**src/rtl/bitonic_merge_pipe.sv**
```systemverilog
// Pipelined bitonic merger: LOG2_N registered compare-exchange stages over N = 2**LOG2_N key/label lanes.
// A single global enable advances or freezes every stage together, so no skid buffering is needed.
module bitonic_merge_pipe #(
    parameter int DATA_WIDTH  = 8,
    parameter int LABEL_WIDTH = 4,
    parameter int LOG2_N      = 4,
    parameter int SIGNED      = 0
) (
    input  logic                                 clk,
    input  logic                                 rst,
    input  logic                                 x_valid,
    output logic                                 x_ready,
    input  logic                                 x_dir,
    input  logic [DATA_WIDTH*(2**LOG2_N)-1:0]    x,
    input  logic [LABEL_WIDTH*(2**LOG2_N)-1:0]   x_label,
    output logic                                 y_valid,
    input  logic                                 y_ready,
    output logic                                 y_dir,
    output logic [DATA_WIDTH*(2**LOG2_N)-1:0]    y,
    output logic [LABEL_WIDTH*(2**LOG2_N)-1:0]   y_label,
    output logic                                 busy
);
    localparam int N  = 2**LOG2_N;
    localparam int S  = LOG2_N;
    localparam int KW = DATA_WIDTH * N;
    localparam int LW = LABEL_WIDTH * N;

    logic [S-1:0]         v_q, v_d, dir_q, dir_d;
    logic [S-1:0][KW-1:0] key_in, key_d, key_q;
    logic [S-1:0][LW-1:0] lab_in, lab_d, lab_q;
    logic                 en;

    assign en = ~v_q[S-1] | y_ready;

    for (genvar s = 0; s < S; s++) begin : g_stage
        localparam int D = N >> (s + 1);

        if (s == 0) begin : g_src
            assign key_in[s] = x;
            assign lab_in[s] = x_label;
            assign dir_d[s]  = x_dir;
            assign v_d[s]    = x_valid;
        end else begin : g_src
            assign key_in[s] = key_q[s-1];
            assign lab_in[s] = lab_q[s-1];
            assign dir_d[s]  = dir_q[s-1];
            assign v_d[s]    = v_q[s-1];
        end

        // Only the lower lane of each j / j+D pair owns a comparator.
        for (genvar j = 0; j < N; j++) begin : g_lane
            if ((j / D) % 2 == 0) begin : g_ce
                logic [DATA_WIDTH-1:0]  a, b;
                logic [LABEL_WIDTH-1:0] la, lb;
                logic                   a_gt_b, b_gt_a, swap;

                assign a  = key_in[s][DATA_WIDTH*j +: DATA_WIDTH];
                assign b  = key_in[s][DATA_WIDTH*(j+D) +: DATA_WIDTH];
                assign la = lab_in[s][LABEL_WIDTH*j +: LABEL_WIDTH];
                assign lb = lab_in[s][LABEL_WIDTH*(j+D) +: LABEL_WIDTH];

                if (SIGNED != 0) begin : g_cmp
                    assign a_gt_b = $signed(a) > $signed(b);
                    assign b_gt_a = $signed(b) > $signed(a);
                end else begin : g_cmp
                    assign a_gt_b = a > b;
                    assign b_gt_a = b > a;
                end

                // Strict compares: equal keys never swap, keeping labels in lane order.
                assign swap = dir_d[s] ? a_gt_b : b_gt_a;

                assign key_d[s][DATA_WIDTH*j +: DATA_WIDTH]       = swap ? b : a;
                assign key_d[s][DATA_WIDTH*(j+D) +: DATA_WIDTH]   = swap ? a : b;
                assign lab_d[s][LABEL_WIDTH*j +: LABEL_WIDTH]     = swap ? lb : la;
                assign lab_d[s][LABEL_WIDTH*(j+D) +: LABEL_WIDTH] = swap ? la : lb;
            end
        end
    end

    always_ff @(posedge clk or negedge rst) begin
        if (!rst) begin
            v_q   <= '0;
            dir_q <= '0;
            key_q <= '0;
            lab_q <= '0;
        end else if (en) begin
            v_q   <= v_d;
            dir_q <= dir_d;
            key_q <= key_d;
            lab_q <= lab_d;
        end
    end

    assign x_ready = en;
    assign y_valid = v_q[S-1];
    assign y_dir   = dir_q[S-1];
    assign y       = key_q[S-1];
    assign y_label = lab_q[S-1];
    assign busy    = |v_q;
endmodule

```
**config.mk**
```make
export PLATFORM = sky130hd
export DESIGN_NAME = bitonic_merge_pipe
export DESIGN_NICKNAME = d
export VERILOG_FILES = /design/src/rtl/bitonic_merge_pipe.sv
export SDC_FILE = /design/constraint.sdc
export NUM_CORES = 2
export LEC_CHECK = 0
export CORE_MARGIN = 3
export CORE_UTILIZATION = 54
export DETAILED_ROUTE_END_ITERATION = 6
export PLACE_DENSITY = 0.78
export SETUP_SLACK_MARGIN = 0.2
export SKIP_LAST_GASP = 1
export SYNTH_ARGS = -nofsm -noshare
export SYNTH_HDL_FRONTEND = slang
export SYNTH_SLANG_ARGS = --single-unit
```
**constraint.sdc**
```tcl
create_clock -name clk -period 2 [get_ports clk]
set_input_delay 0.4 -clock clk [delete_from_list [all_inputs] [get_ports clk]]
set_output_delay 0.4 -clock clk [all_outputs]
set_load 0.01 [all_outputs]
```
==> Yosys cells after proc, flatten, opt, wreduce, memory -nomap -nowiden <==
Cells that the tools add are included.
W data, S select, Z words.
{ "word_totals": {"ff_bits": 776, "wordCells": 237} }
{ "classes": {"n_lt_le_gt_ge": 64, "n_mux": 160, "n_bitwise": 2, "n_reduce_logical": 1} }
{ "op_table": {"columns": ["operator", "count"], "rows": [
  ["$gt A8 B8 Y1", 64],
  ["$mux W8", 64],
  ["$mux W4", 64],
  ["$mux W1", 32],
  ["$reduce_or A4 Y1", 1],
  ["$not A1 Y1", 1],
  ["$or A1 B1 Y1", 1]
]} }

==> Longest topological paths before layout <==
{ "logic_depth": {"ltp_word": 3, "ltp_mapped": 8, "ltp_nobuf": 7} }

==> Least setup slack after synthesis <==
Ideal clock, no wire load.
{ "synth_path": {"path_type": "input to register", "start": "in x[7]", "end": "reg key_q, in the netlist g_stage[1].g_lane[0].g_ce.a[7]", "setup_time_ns": 0.079, "t_arrival_ns": 2.158, "required_ns": 1.921, "slack_ns": -0.237, "path_stages": 8, "path_buffers": 1, "path_cell_list": "inv_1 ha_1 and3_4 a221oi_2 nor3_1 a311oi_2 buf_6 mux2i_1"} }
{ "synth_between": {"elab_chain_len": 3, "elab_cells_between_ends": 4, "cone_classes": "order compare: 2; mux: 2"} }
{ "synth_rtl": {"columns": ["item", "line", "text"], "rows": [
  ["start, declared", "14", "input logic [DATA_WIDTH*(2**LOG2_N)-1:0] x,"],
  ["$gt A8 B8 Y1, on equally long branches", "67, 66", null],
  ["$mux W1", "71", "assign swap = dir_d[s] ? a_gt_b : b_gt_a;"],
  ["$mux W8 (*)", "73", "assign key_d[s][DATA_WIDTH*j +: DATA_WIDTH] = swap ? b : a;"],
  ["end signal, assigned", "90", "key_q <= key_d;"],
  ["end, declared", "29", "logic [S-1:0][KW-1:0] key_in, key_d, key_q;"]
]} }
Every way passes the cells marked *; elsewhere a longest branch is shown, timed or not.
A chain may end at the register's enable or synchronous reset.

==> Worst setup path in the final report <==
{ "layout_path": {"start": "reg key_q, in the netlist g_stage[1].g_lane[1].g_ce.b[0]", "end": "reg lab_q, in the netlist g_stage[2].g_lane[5].g_ce.la[0]"} }
{ "layout_between": {"elab_chain_len": 3, "elab_cells_between_ends": 4, "cone_classes": "order compare: 2; mux: 2"} }
{ "layout_rtl": {"columns": ["item", "line", "text"], "rows": [
  ["$gt A8 B8 Y1, on equally long branches", "67, 66", null],
  ["$mux W1 (*)", "71", null],
  ["$mux W4 (*)", "76", "assign lab_d[s][LABEL_WIDTH*(j+D) +: LABEL_WIDTH] = swap ? la : lb;"],
  ["end signal, assigned", "91", "lab_q <= lab_d;"],
  ["end, declared", "30", "logic [S-1:0][LW-1:0] lab_in, lab_d, lab_q;"]
]} }
Marks and branches as above.

==> Implementation_results.wiki <==
{| class="wikitable"
! Metric !! Value
|-
| Dominant synthesized flop cell || sky130_fd_sc_hd__dfrtp_1
|-
| Met1 Resource Use GR || 49.72%
|-
| Grt met3 use || ~8.4%
|-
| Area growth from synthesis to layout || 47.27%
|-
| Share of the clock period used by the worst path || 124.2%
|-
| Worst IR Drop VDD || between 0.001 and 0.0015 V
|-
| Hold Violations, Final || 0
|-
| First-pass iteration count of the detailed router || 7
|-
| Placed wire-length estimate || 132000 um
|-
| PD cells || ~2000 mW/mm2
|-
| Worst slew pin tran || approximately 710 ps
|-
| Leak pwr || between 30 and 40 nW
|-
| Number of top-level pins || roughly 400
|-
| Largest area contributor in the synthesized netlist || sky130_fd_sc_hd__dfrtp_1
|-
| Clock tree from TritonCTS || done
|-
| Depth of the most critical reg-to-reg path || 9
|-
| Most frequently used cell type in the post-synthesis netlist || sky130_fd_sc_hd__a21oi_1
|-
| Core Region || around 0.089 mm2
|-
| Critical path class || register to register
|-
| Warnings from Yosys || 0
|-
| Count of antenna-violating nets left after detailed routing || 0
|-
| Vias after detailed routing || 51760
|-
| Setup repair after global routing missed its margin || true
|-
| Synth Net Count || 5665
|-
| Worst hold-check slack || roughly 210 ps
|-
| Std-Cell Rows || 109
|-
| Design internal power || 81.10 mW
|-
| Global-route layer with the greatest usage || met2
|-
| Max-slew violation count || 0
|-
| Top Family by Delay on Critical Path || compound AO/OA/AOI/OAI gates
|-
| Synth Instances || ~5200
|-
| Number of enable-type register cells in the synthesized netlist || 0
|-
| Count of state elements after synthesis || approximately 780
|-
| Yosys top cell area share || about two fifths
|-
| Maximum level of the CTS H-tree || 3
|-
| Remaining routing DRC violations || 30
|-
| Number of placed instances, taps included || about 7200
|-
| Proportion of layout cells with a drive suffix above 1 || about a third
|-
| Reg-to-Reg Start || g_stage[1].g_lane[1].g_ce.b[0]
|-
| Synth cell count leaders || sky130_fd_sc_hd__a21oi_1 (1596), sky130_fd_sc_hd__dfrtp_1 (776), sky130_fd_sc_hd__mux2i_1 (768), sky130_fd_sc_hd__and2_1 (512), sky130_fd_sc_hd__nor2_1 (288)
|-
| Buffers from clock root to sink, at most || 3
|-
| Worst path buffer plus inverter count || 3
|-
| Overall die width || around 310 um
|-
| Worst-Skew Late Latency || ~670 ps
|-
| Crit path launch type || register
|-
| Top area cells in the synthesized netlist || sky130_fd_sc_hd__dfrtp_1 (40%), sky130_fd_sc_hd__a21oi_1 (16%), sky130_fd_sc_hd__mux2i_1 (16%), sky130_fd_sc_hd__and2_1 (6.6%), sky130_fd_sc_hd__ha_1 (6.6%)
|-
| Post-Place Setup Slack || -758.7 ps
|-
| Run status || finished with violations
|-
| Number of DRC markers in iteration 0 || 7891
|-
| Synth async-reset ratio || 100.0%
|-
| Largest fanout on the critical path || 7
|-
| Via count normalized by instance count || about 6.7
|-
| Largest stage delay on the critical path || 400 ps
|-
| Final setup TNS || -97390 ps
|-
| Share of total power in the clock network || between 10% and 20%
|-
| Fin area || 0.07136 mm2
|-
| Layout Utilization || 80.50%
|-
| Count of final setup violators || between 500 and 600
|-
| Required @ worst endpoint || 2580 ps
|-
| Clock root cell || sky130_fd_sc_hd__clkbuf_16
|-
| Slew HR || 52.31%
|-
| Total chip power || about 150 mW
|-
| Capture point of the worst reg-to-reg path || g_stage[2].g_lane[5].g_ce.la[0]
|-
| Netlist Area Pre-Place || about 0.048 mm2
|-
| Buffers on Ports || 392
|-
| Number of sinks handled by clock tree synthesis || about 780
|-
| Initial cell density of the core || around 55%
|-
| Final routed wire length divided by cell count || about 28 um
|-
| GR Layer Usage met2 || roughly 60%
|-
| Clock Skew || 27.45 ps
|-
| Shortest period the worst path allows || 2484 ps
|-
| Slack of the worst reg-to-reg path || -480 ps
|-
| Slack of the critical path || -484.5 ps
|-
| Endpoint kind of the worst setup timing path || register
|-
| Total net switching power || 64.66 mW
|-
| Number of cells in the finished layout apart from fillers || approximately 7700
|-
| Syn_area_per_cell || 9.297 um2
|-
| Data arrival time of the critical path || between 3000 and 4000 ps
|-
| Total grt overflow || 0
|-
| Power share of the combinational group || between 60% and 70%
|-
| Cells traversed along the worst timing path || inv_1 -> ha_1 -> nor2b_1 -> o211ai_1 -> a211oi_2 -> a311oi_2 -> buf_4 -> buf_12 -> mux2i_1
|-
| Seq/Total Area, Yosys || 40.07%
|-
| Class of the worst hold path || input pin to async pin
|-
| Inserted Clock Buffers || between 80 and 90
|-
| Fill count || 4663
|-
| Total Die Area || between 0.09 and 0.1 mm2
|-
| Register area || between 0.015 and 0.02 mm2
|-
| Violations in the final reports || design-rule violations, negative setup slack
|-
| Crit path max-delay cell type || sky130_fd_sc_hd__dfrtp_1
|-
| Distinct cell type count of the synthesized netlist || 36
|-
| Multi-input logic area || around 0.030 mm2
|-
| Max-capacitance violation count || 0
|-
| DIE HEIGHT || between 300 and 400 um
|-
| Final Net Count || approximately 6900
|-
| Relative contribution of sequential cells to total power || about a fifth
|-
| Wire length of the first global-routing pass || 276100 um
|-
| Antenna violations before repair || 18
|-
| Timing-limited maximum frequency || approximately 0.40 GHz
|-
| Number of global-route vias before repair || ~47000
|-
| Sum of routed wire length over all layers || around 220000 um
|-
| Clock transition at the register clock pins on the worst setup and hold paths after CTS || 70 ps
|-
| Maximum number of pins on one net before global-route repair || 116
|-
| Total track usage || 37.77%
|-
| Switching part of the total || between 40% and 50%
|-
| Routability congestion estimate || ~0.98
|-
| Post-DP Area || between 0.06 and 0.07 mm2
|}
-- state kept, by name, indices dropped and copies added (netlist names) --
name / flops
y_label: 64
y: 128
g_stage.g_lane.g_ce.la: 96
g_stage.g_lane.g_ce.lb: 96
g_stage.g_lane.g_ce.b: 192
dir_q: 4
g_stage.g_lane.g_ce.a: 192
v_q: 4
-- cells by family after synthesis --
group / count (synthesis) / share of synthesized area, %
flops: 776 / 40.07
compound gates: 1825 / 20.96
mux: 768 / 15.86
fa+ha+maj: 256 / 6.610
buf+inv: 593 / 5.265
simple gates: 994 / 11.22
-- power groups by stage --
stage | logic, mW | registers, mW | clock network, mW
2_1_floorplan | 45.4 | 29.0 | 0
4_1_cts | 83.6 | 30.1 | 17.6
3_5_place_dp | 75.2 | 30.2 | 0
6_report | 96.6 | 31.2 | 17.9
3_3_place_gp | 72.3 | 29.8 | 0
5_1_grt | 100 | 31.6 | 18.4
-- layout make-up --
cell class              instances  area share, %
diodes                          7        0.02455
repair buffers               1518          22.44
inverters                     259          1.468
flip-flops and latches        776          27.22
clock buffers                 118          3.437
clock inverters                37         0.8819
multi-input cells            3843          42.48
well taps                    1165          2.043
-- layout by cell type (no fill, tap or decap), drive strengths merged, types with 19 or more instances in the layout --
master	count
a211oi	46
a21o	50
a21oi	1596
and2	512
buf	1078
clkbuf	170
clkdlybuf4s50	80
dfrtp	776
dlygate4sd2	123
dlymetal6s2s	171
ha	256
inv	262
mux2i	768
nand2	43
nand4	64
nor2	288
nor2b	33
o211ai	32
o21ai	19
-- how the worst max path moves through the flow --
stage	startpoint	to	slack, ps	cells past startpoint
5_1_grt	g_stage[1].g_lane[1].g_ce.b[0]	g_stage[2].g_lane[5].g_ce.la[0]	-490	9
2_1_floorplan	g_stage[1].g_lane[0].g_ce.a[6]	g_stage[2].g_lane[0].g_ce.a[7]	-160	8
6_report	g_stage[1].g_lane[1].g_ce.b[0]	g_stage[2].g_lane[5].g_ce.la[0]	-480	9
3_3_place_gp	x[7]	g_stage[1].g_lane[0].g_ce.la[3]	-630	9
3_5_place_dp	x[39]	g_stage[1].g_lane[0].g_ce.lb[3]	-760	9
4_1_cts	g_stage[1].g_lane[2].g_ce.a[1]	g_stage[2].g_lane[0].g_ce.b[7]	-240	9
-- per-layer routing --
| layer | up-vias | wire [um] |
|---|---|---|
| met2 | 4473 | 93720 |
| met4 | 14 | 18320 |
| li1 | 21200 | - |
| met3 | 1315 | 29550 |
| met1 | 24760 | 75190 |
| met5 | - | 100 |
-- what timing repair did --
action | CTS | global route
pin swaps | 146 | 202
hold buffers | 1 | 0
cloned | 24 | 55
setup buffers | 148 | 106
endpoints found under the setup margin | 966 | 869
gates resized for setup | 427 | 669
endpoints found under the hold margin | 73 | 0
-- worst reg2reg max path: cells and delay by family, from the launching register on --
kind | cells | cell delay, ps
AND/OR/NAND/NOR | 1 | 50
AO/OA/AOI/OAI | 3 | 800
buffers and inverters | 3 | 690
adder cells (fa/ha/maj) | 1 | 230
flip-flops | 1 | 400
multiplexers | 1 | 240
(Power assumes the default switching activity.)
